==> src/rtl/dmem_port_arbiter.sv <==
// -----------------------------------------------------------------------------
// dmem_port_arbiter
//
// Purpose:
//   Shares the single data-memory/MMIO port between two requesters:
//     port 0 - CPU MEM-stage load/store
//     port 1 - secondary master (DMA / debug copy engine)
//   A granted request is latched and drives the downstream port until the
//   cache drops miss.  The winner then receives a one-cycle ack, plus read
//   data for reads.  One idle (GAP) cycle separates consecutive accesses, so
//   downstream request/miss edge counters see each access exactly once.
//
// Ports:
//   clk, rst            clock; synchronous active-high reset
//   reqN_re / reqN_we   read / write request (write wins when both are high)
//   reqN_addr/_wdata    request operands, held stable until reqN_ack
//   reqN_rdata          last read data returned to port N (valid with ack)
//   reqN_ack            one-cycle completion pulse for port N
//   mem_addr/_wdata     downstream operands (latched; qualified by enables)
//   mem_we / mem_re     downstream enables, asserted only in BUSY
//   mem_rdata           downstream combinational read data
//   mem_miss            downstream stall
//   busy                access in flight
//
// Optional feature (define DMEM_ARB_PERF_EN):
//   grant_cnt0/1        grants issued to each port (wraps at 2^32)
//   wait_cnt0/1         cycles a port requests while not being served
// -----------------------------------------------------------------------------
module dmem_port_arbiter #(
  parameter int AW = 32,
  parameter int DW = 32
) (
  input  logic          clk,
  input  logic          rst,
  input  logic          req0_re,
  input  logic          req0_we,
  input  logic [AW-1:0] req0_addr,
  input  logic [DW-1:0] req0_wdata,
  output logic [DW-1:0] req0_rdata,
  output logic          req0_ack,
  input  logic          req1_re,
  input  logic          req1_we,
  input  logic [AW-1:0] req1_addr,
  input  logic [DW-1:0] req1_wdata,
  output logic [DW-1:0] req1_rdata,
  output logic          req1_ack,
  output logic [AW-1:0] mem_addr,
  output logic [DW-1:0] mem_wdata,
  output logic          mem_we,
  output logic          mem_re,
  input  logic [DW-1:0] mem_rdata,
  input  logic          mem_miss,
  output logic          busy
`ifdef DMEM_ARB_PERF_EN
  ,
  output logic [31:0]   grant_cnt0,
  output logic [31:0]   grant_cnt1,
  output logic [31:0]   wait_cnt0,
  output logic [31:0]   wait_cnt1
`endif
);

  localparam logic [1:0] ST_IDLE = 2'd0;
  localparam logic [1:0] ST_BUSY = 2'd1;
  localparam logic [1:0] ST_GAP  = 2'd2;

  logic [1:0]    r_state;
  logic [AW-1:0] r_addr;
  logic [DW-1:0] r_wdata;
  logic          r_we;
  logic          r_gnt;     // id of the port owning the current access
  logic          r_ptr;     // last-granted port; the opposite port wins a tie
  logic [DW-1:0] r_rdata0;
  logic [DW-1:0] r_rdata1;
  logic          r_ack0;
  logic          r_ack1;

  logic w_req0;
  logic w_req1;
  logic w_pick;
  logic w_grant;
  logic w_in_busy;

  assign w_req0    = req0_re | req0_we;
  assign w_req1    = req1_re | req1_we;
  // Tie goes to the port opposite the last grant; otherwise whoever asks.
  assign w_pick    = (w_req0 & w_req1) ? ~r_ptr : w_req1;
  assign w_grant   = (r_state == ST_IDLE) & (w_req0 | w_req1);
  assign w_in_busy = (r_state == ST_BUSY);

  // Downstream port is a direct decode of state and latched operands; the
  // operands stay put outside BUSY and only the enables qualify them.
  assign mem_addr  = r_addr;
  assign mem_wdata = r_wdata;
  assign mem_we    = w_in_busy & r_we;
  assign mem_re    = w_in_busy & ~r_we;
  assign busy      = w_in_busy;

  assign req0_rdata = r_rdata0;
  assign req1_rdata = r_rdata1;
  assign req0_ack   = r_ack0;
  assign req1_ack   = r_ack1;

  // NOTE: sequential state uses non-blocking assignments so every register
  // samples the pre-edge values of all the others.
  always_ff @(posedge clk) begin
    if (rst) begin
      r_state  <= ST_IDLE;
      r_addr   <= '0;
      r_wdata  <= '0;
      r_we     <= 1'b0;
      r_gnt    <= 1'b0;
      r_ptr    <= 1'b1;
      r_rdata0 <= '0;
      r_rdata1 <= '0;
      r_ack0   <= 1'b0;
      r_ack1   <= 1'b0;
    end else begin
      // Acks are single-cycle pulses unless re-armed below.
      r_ack0 <= 1'b0;
      r_ack1 <= 1'b0;
      case (r_state)
        ST_IDLE: begin
          if (w_grant) begin
            r_state <= ST_BUSY;
            r_gnt   <= w_pick;
            r_ptr   <= w_pick;
            r_addr  <= w_pick ? req1_addr  : req0_addr;
            r_wdata <= w_pick ? req1_wdata : req0_wdata;
            r_we    <= w_pick ? req1_we    : req0_we;
          end
        end
        ST_BUSY: begin
          if (!mem_miss) begin
            r_state <= ST_GAP;
            if (r_gnt) begin
              r_ack1 <= 1'b1;
              if (!r_we) r_rdata1 <= mem_rdata;
            end else begin
              r_ack0 <= 1'b1;
              if (!r_we) r_rdata0 <= mem_rdata;
            end
          end
        end
        ST_GAP:  r_state <= ST_IDLE;
        default: r_state <= ST_IDLE;
      endcase
    end
  end

`ifdef DMEM_ARB_PERF_EN
  logic [31:0] r_grant_cnt0;
  logic [31:0] r_grant_cnt1;
  logic [31:0] r_wait_cnt0;
  logic [31:0] r_wait_cnt1;

  always_ff @(posedge clk) begin
    if (rst) begin
      r_grant_cnt0 <= '0;
      r_grant_cnt1 <= '0;
      r_wait_cnt0  <= '0;
      r_wait_cnt1  <= '0;
    end else begin
      if (w_grant && !w_pick) r_grant_cnt0 <= r_grant_cnt0 + 32'd1;
      if (w_grant &&  w_pick) r_grant_cnt1 <= r_grant_cnt1 + 32'd1;
      // A port is waiting whenever it asks and is not the one being served.
      if (w_req0 && !(w_in_busy && !r_gnt)) r_wait_cnt0 <= r_wait_cnt0 + 32'd1;
      if (w_req1 && !(w_in_busy &&  r_gnt)) r_wait_cnt1 <= r_wait_cnt1 + 32'd1;
    end
  end

  assign grant_cnt0 = r_grant_cnt0;
  assign grant_cnt1 = r_grant_cnt1;
  assign wait_cnt0  = r_wait_cnt0;
  assign wait_cnt1  = r_wait_cnt1;
`endif

endmodule

==> config.mk <==
export PLATFORM = sky130hd
export DESIGN_NAME = dmem_port_arbiter
export DESIGN_NICKNAME = d
export VERILOG_FILES = /design/src/rtl/dmem_port_arbiter.sv
export SDC_FILE = /design/constraint.sdc
export NUM_CORES = 1
export LEC_CHECK = 0
export CAP_MARGIN = 30
export CORE_MARGIN = 10
export CORE_UTILIZATION = 41
export CTS_BUF_LIST = sky130_fd_sc_hd__clkbuf_16
export DETAILED_ROUTE_END_ITERATION = 6
export GPL_ROUTABILITY_DRIVEN = 0
export PLACE_DENSITY = 0.79
export SLEW_MARGIN = 20
export SYNTH_ARGS = -nofsm -noshare
export SYNTH_HDL_FRONTEND = slang
export SYNTH_SLANG_ARGS = --single-unit
==> constraint.sdc <==
create_clock -name clk -period 1.7 [get_ports clk]
set_clock_uncertainty 0.05 [all_clocks]
set_input_delay 0.34 -clock clk [delete_from_list [all_inputs] [get_ports clk]]
set_output_delay 0.34 -clock clk [all_outputs]
set_load 0.02 [all_outputs]
---- Word level (Yosys, flattened, before mapping) ----
Cells that the tools add are included.
Widths: inputs -> output; s select.
storage, ports and cells
  input bits .............................. 167
  bits in registers ....................... 135
  logic and storage cells ................. 40
operators by class
  mux-type cells .......................... 9
  reduce and logical (&&, ||, !) cells .... 6
  equal/unequal tests ..................... 3
  bitwise operators ....................... 12
operators with widths
  kind                number
  $mux 32             2
  $reduce_and 4->1    2
  $not 1->1           5
  $and 1x1->1         4
  $mux 1              4
  $mux 2              2
  $ne 2x2->1 const B  2
  $pmux 2 s2          1
  $reduce_and 2->1    2
  $or 1x1->1          3
  $reduce_or 3->1     1
  $eq 2x1->1 const B  1
  $logic_not 2->1     1

---- Longest topological paths before layout ----
Gate-level depths: netlist of the first run.
  depth after elaboration ................. 5
  depth in mapped cells ................... 5
  mapped depth without buffers ............ 4

---- Worst setup path before layout of the first run ----
No wires, ideal clock.
  path kind ............................... in2reg
  start point ............................. in req1_we
  end point ............................... reg r_addr[17], in the netlist mem_addr[17]
  stages .................................. 5
  data required time ...................... 1,517 ps
  library setup time ...................... 133 ps
  setup slack ............................. 130 ps
  arrival time ............................ 1,387 ps
  cells stage by stage .................... or4_1 buf_4 buf_6 a21oi_1 a311oi_1
on the way
  cells in the longest elaborated chain, start to end .. 4
  elaborated cells between the ends (all ways) .. 7
RTL lines
  what                                                RTL line  RTL
  from (decl)                                         42        input logic req1_we,
  $or 1x1->1 (*)                                      85        assign w_req1 = req1_re | req1_we;
  $and 1x1->1 / $or 1x1->1 (equally long branches)    87, 88
  $mux 1 / $and 1x1->1 (equally long branches)        87, 88
  $mux 32 / $reduce_and 2->1 (equally long branches)  --
  to (signal assigned)                                128       r_addr <= w_pick ? req1_addr : req0_addr;
  to (decl)                                           68        logic [AW-1:0] r_addr;
Every way passes the cells marked *; elsewhere a longest branch is shown, timed or not.
A chain may end at the register's enable or synchronous reset.

---- Final worst setup path of the first run ----
  start point ............................. in req0_re
  end point ............................... reg r_addr[26], in the netlist mem_addr[26]
on the way
  cells in the longest elaborated chain, start to end .. 4
  elaborated cells between the ends (all ways) .. 7
RTL lines
  what                                                RTL line  RTL
  from (decl)                                         35        input logic req0_re,
  $or 1x1->1 (*)                                      84        assign w_req0 = req0_re | req0_we;
  $and 1x1->1 / $or 1x1->1 (equally long branches)    87, 88
  $mux 1 / $and 1x1->1 (equally long branches)        87, 88
  $mux 32 / $reduce_and 2->1 (equally long branches)  --
Marks and branches as above.

==> impl_metrics.ini, run 1 <==
[sta]
whs_ps = 189.1
setup_tns_ps = 0
min_period_ps = 1660
finalSetupViolations = 0
timing.fmax_mhz = 602.6
fin_crit_sh_pct = 97.62
tightest_slew_ps = 303.8
finalMaxSlewViolations = 0
slew_headroom_pct = 79.53
rsz0062_at_grt = no
finalHoldViolCount = 0
setup_slack_ps = 40.46

[cts]
cts_sinks = 135
clk_pin_slew_worst_paths_ps = 60
cts_root_buffer = clkbuf_16
cts_tree = yes
clk_latency_ps = 410
clock_path_buffers = 2
postCtsSetupBuffers = 0
numCtsBuffers = 17
htreeDepth = 4

[setup_path]
path_max_fanout = 23
critPathCaptureType = flop
crit_cells = 5
required_ps = 1950
critical_path_arrival_ps = 1910
worstPathCellList = clkdlybuf4s50_1 -> or4_4 -> bufbuf_16 -> a21oi_1 -> a311oi_1
max_stage_delay_ps = 590
crit_family = buffers and inverters
startpoint_type = input port
path_class = input port to flop
worst-path-buf-inv = 2
reg2reg_depth = 5
slowest_stage = or4_4

[logic_synthesis]
synth_cell_types = 25
synth_area_mm2 = 0.006017
syn_area_per_cell_um2 = 9.214
synth_nets = 820
yosys-top-cells-area = dfxtp_1 (45%), mux2i_1 (11%), nand2b_1 (10%), a311oi_1 (9.5%), o21ai_0 (5.6%)
ys_ff_latch = 135
yosysSeqAreaShare_pct = 44.92
synth_top_area_share_pct = 44.92
synthCells = 653
ys_warn_count = 0
synth_top_area_cell = dfxtp_1

[detailed_routing]
first_pass_iters = 4
dr_total_vias = 6074
first_iter_violations = 407
wl_um = 21950
wl_per_cell_um = 19.27
vias_per_cell = 5.333
ant_nets = 0
drc_errors = 0

[grt]
grt_pass1_wl_um = 33880
grt_max_degree = 61
antenna_found_initial = 0
grt_pass1_vias = 6229
gr-total-overflow = 0
grt_usage_pct = 21.02

[layout]
layout_commonest_cell = clkdlybuf4s50_1
fin_area_mm2 = 0.009937
final_cell_mix = clkdlybuf4s50_1 (165), dfxtp_1 (134), dlygate4sd2_1 (130), nand2b_1 (96), o21ai_0 (67)
insertedDiodeCount = 0
syn2layout_area_growth_pct = 65.15
drive_gt1_share_pct = 9.634
nNetsFinal = 1109

[floorplanning]
coreArea_mm2 = 0.01448
die_x_um = 141.1
die_area_mm2 = 0.01992
chipHeight_um = 141.1
rows = 44
initial_utilization_pct = 41.56
ios = 300

[status]
status = finished, final reports clean

[pwr]
p_leak_nw = 4.323
ir_drop_mv = 0.6969
power_density_mw_per_mm2 = 969.7

[placed_design]
place_ws_ps = -497.3
place_area_mm2 = 0.009454
hpwl_um = 15870
portBuffers = 299

[worst_hold_path]
hold_path_class = input port to flop
hold_depth = 2

[run]
drv_cap = 0
worst reg2reg max path, cell delays in order, from the launching register on:
cell and delay (ps):
dfxtp_2 330, buf_4 140, or2_2 320, nor2_4 220
buf_12 220, a311oi_1 130
through the flow:
stage               total power, W  instances  utilization [%]
finish                    0.009636       1139            68.63
global route               0.01002       1139            68.63
CTS                       0.009720       1139            68.53
detailed placement        0.006120       1106            65.30
global placement          0.006094       1106            65.30
floorplan                 0.004780        653                -
layout make-up:
| class | count | area [µm²] |
|---|---|---|
| repair buffers | 342 | 3403 |
| well taps | 184 | 230.2 |
| inverters | 1 | 3.754 |
| multi-input cells | 445 | 2995 |
| fillers | 1246 | 4542 |
| clock inverters | 15 | 175.2 |
| clock buffers | 17 | 425.4 |
| flip-flops and latches | 135 | 2704 |
power breakdown:
part,switching (W),internal [W],total [W]
Combinational,0.00120,0.00112,0.00231
Sequential,0.000132,0.00343,0.00356
Clock,0.00146,0.00231,0.00376
Total,0.00278,0.00685,0.00964
worst paths after layout:
check | start | to | slack [ps]
worst max-delay path | req0_re | mem_addr[26] | 40
worst min-delay path | rst | r_gnt | 190
worst max register to register | r_state[0] | mem_wdata[18] | 170
worst min register to register | req0_rdata[19] | req0_rdata[19] | 420
cell families after synthesis:
family                 after synthesis  share of synthesized area [%]
AOI/OAI and AO/OA                  201                          20.92
buffers and inverters               73                          6.197
muxes                               64                          10.65
and+or+nand+nor                    180                          17.32
DFF                                135                          44.92
sequential cells by signal, summed over array words and instances (netlist names):
name,cells
mem_addr,32
mem_wdata,32
req0_rdata,32
req1_rdata,32
r_state,2
r_gnt,1
r_ptr,1
r_we,1
req0_ack,1
req1_ack,1
metal layers:
metal | vias up | track usage (%) | part of all wire [%]
met5 | - | 0 | 0
met4 | 0 | 7.609 | 2.7
met3 | 36 | 10.65 | 13
met2 | 274 | 32.85 | 46
met1 | 2797 | 24.12 | 38
li1 | 2967 | - | -
cell usage after synthesis:
| cell | n |
|---|---|
| buf_6 | 9 |
| nor2_1 | 6 |
| inv_1 | 1 |
| buf_4 | 6 |
| nor3_1 | 1 |
| or4_1 | 1 |
| buf_2 | 7 |
| or2_2 | 2 |
| a22oi_1 | 1 |
| nand2_1 | 1 |
| nand2b_1 | 97 |
| o21a_1 | 1 |
| dfxtp_1 | 135 |
| and2_1 | 2 |
| clkbuf_1 | 48 |
| mux2i_1 | 64 |
| o21ai_0 | 67 |
| o21ai_2 | 1 |
| nand3b_1 | 1 |
| buf_1 | 2 |
| nor4_1 | 2 |
| nor4_4 | 1 |
| a21oi_1 | 66 |
| nand3_1 | 66 |
| a311oi_1 | 65 |
what timing repair did:
action                                 in CTS  in global routing
gates resized for setup                   136                  4
hold buffers                                0                  0
cloned                                      1                  0
pin swaps                                   0                  1
setup endpoints to repair                 152                 10
endpoints found under the hold margin       0                  0
No activity file was read; power rests on OpenSTA's default activity.
==> inputs of run 2 (changes only) <==
CORE_UTILIZATION = 42   (was 41)
CTS_BUF_LIST = sky130_fd_sc_hd__clkbuf_8   (was sky130_fd_sc_hd__clkbuf_16)
PLACE_DENSITY = 0.8   (was 0.79)
==> impl_metrics.ini, run 2 (synthesis gave the netlist of run 1 again) <==
[status]
status = finished, final reports clean

[setup_path]
max_stage_delay_ps = 330
cpMostUsedCell = buf_4
worstPathCellList = nand2b_4 -> inv_2 -> buf_4 -> buf_4
path_max_fanout = 3
critical_path_arrival_ps = 1240
critPathCaptureType = output pin
startpoint_type = flop
path_class = flop to output pin
slowest_stage = dfxtp_2
required_ps = 1310
worst-path-buf-inv = 3
crit_family = flip-flops

[cts]
cts_root_buffer = clkbuf_8
clock_path_buffers = 2
cts_tree = yes
htreeDepth = 4
cts_sinks = 135
cts_hold_buf = 0
clk_pin_slew_worst_paths_ps = 80
postCtsSetupBuffers = 0
cts_resized = 148
numCtsBuffers = 17
clk_latency_ps = 450

[grt]
grt_pass1_wl_um = 34180
grt_usage_pct = 21.38
grt_pass1_vias = 6191
antenna_found_initial = 0
grt_max_degree = 68
gr-total-overflow = 0

[detailed_routing]
drc_errors = 0
ant_nets = 0
wl_per_cell_um = 19.66
met2WireLength_um = 10660
top_layer = met4
first_pass_iters = 5
vias_per_cell = 5.419
wl_met3_um = 2272
wl_met1_um = 9050
first_iter_violations = 377
dr_total_vias = 6172
wl_um = 22390

[pwr]
ir_drop_mv = 0.4903
power_density_mw_per_mm2 = 900.3
total_power_w = 0.008790
p_leak_nw = 4.257

[sta]
setup_tns_ps = 0
finalMaxSlewViolations = 0
finalSetupViolations = 0
min_period_ps = 1630
rsz0062_at_grt = no
setup_slack_ps = 69.62
tightest_slew_ps = 357.9
slew_headroom_pct = 76.14
finalHoldViolCount = 0
fin_crit_sh_pct = 95.90
timing.fmax_mhz = 613.4

[layout]
fillerInstances = 1165
final_cell_mix = clkdlybuf4s50_1 (165), dfxtp_1 (133), dlygate4sd2_1 (130), nand2b_1 (96), o21ai_0 (67)
insertedDiodeCount = 0
nNetsFinal = 1113
layout_commonest_cell = clkdlybuf4s50_1
drive_gt1_share_pct = 10.22
syn2layout_area_growth_pct = 62.26

[floorplanning]
initial_utilization_pct = 43.18
chipHeight_um = 139.7
die_x_um = 139.7
die_area_mm2 = 0.01951
coreArea_mm2 = 0.01393
rows = 43
ios = 300

[placed_design]
hpwl_um = 16500
portBuffers = 299
place_ws_ps = -497.9

[worst_hold_path]
hold_path_class = input port to flop

[run]
drv_cap = 0
## run 2: cell types whose count changed in the layout (fill, tap and decap cells not counted), moves of 2 or more
cell	change
buf_12	-2
buf_4	+6
clkbuf_16	-17
clkbuf_8	+19
clkinvlp_4	-2
inv_6	-2
## run 2: per-stage QoR
step | area, µm² | util, % | instances | hold WS (ps)
after floorplan | 6017 | - | 653 | 368.7
after global placement | 9465 | 67.93 | 1107 | 407.0
after detailed placement | 9465 | 67.93 | 1107 | 414.1
after CTS | 9747 | 69.95 | 1139 | 386.4
after global routing | 9763 | 70.06 | 1139 | 417.3
final | 9763 | 70.06 | 1139 | 402.8
## run 2: where the power goes
| part | total, W | internal (W) | switching (W) |
|---|---|---|---|
| sequential | 0.00356 | 0.00342 | 0.000134 |
| clock | 0.00295 | 0.00167 | 0.00128 |
| combinational | 0.00228 | 0.00109 | 0.00120 |
## run 2: layer usage
metal | global-route usage, % | vias to the layer above
li1 | - | 2980
met1 | 24.63 | 2870
met2 | 35.12 | 288
met3 | 9.255 | 34
met4 | 6.359 | 0
met5 | 0 | -
## run 2: final timing paths
kind	startpoint	end	slack, ps	depth (start not counted)
worst max-delay path	r_state[1]	busy	70	4
worst min-delay path	rst	req0_rdata[0]	400	3
worst max register to register	r_state[0]	mem_addr[4]	180	5
worst min register to register	req0_rdata[30]	req0_rdata[30]	420	2
## run 2: area by class of cell
class | count | area [µm²] | area share (%)
repair buffers | 346 | 3387 | 34.69
multi-input cells | 445 | 3003 | 30.76
flip-flops and latches | 135 | 2705 | 27.71
clock buffers | 19 | 261.5 | 2.678
well taps | 180 | 225.2 | 2.307
clock inverters | 13 | 177.7 | 1.820
inverters | 1 | 3.754 | 0.03845
## run 2: tightest hold or removal path: stages
cell and delay [ps]:
buf_4 230, nand2b_1 180, mux2i_1 110
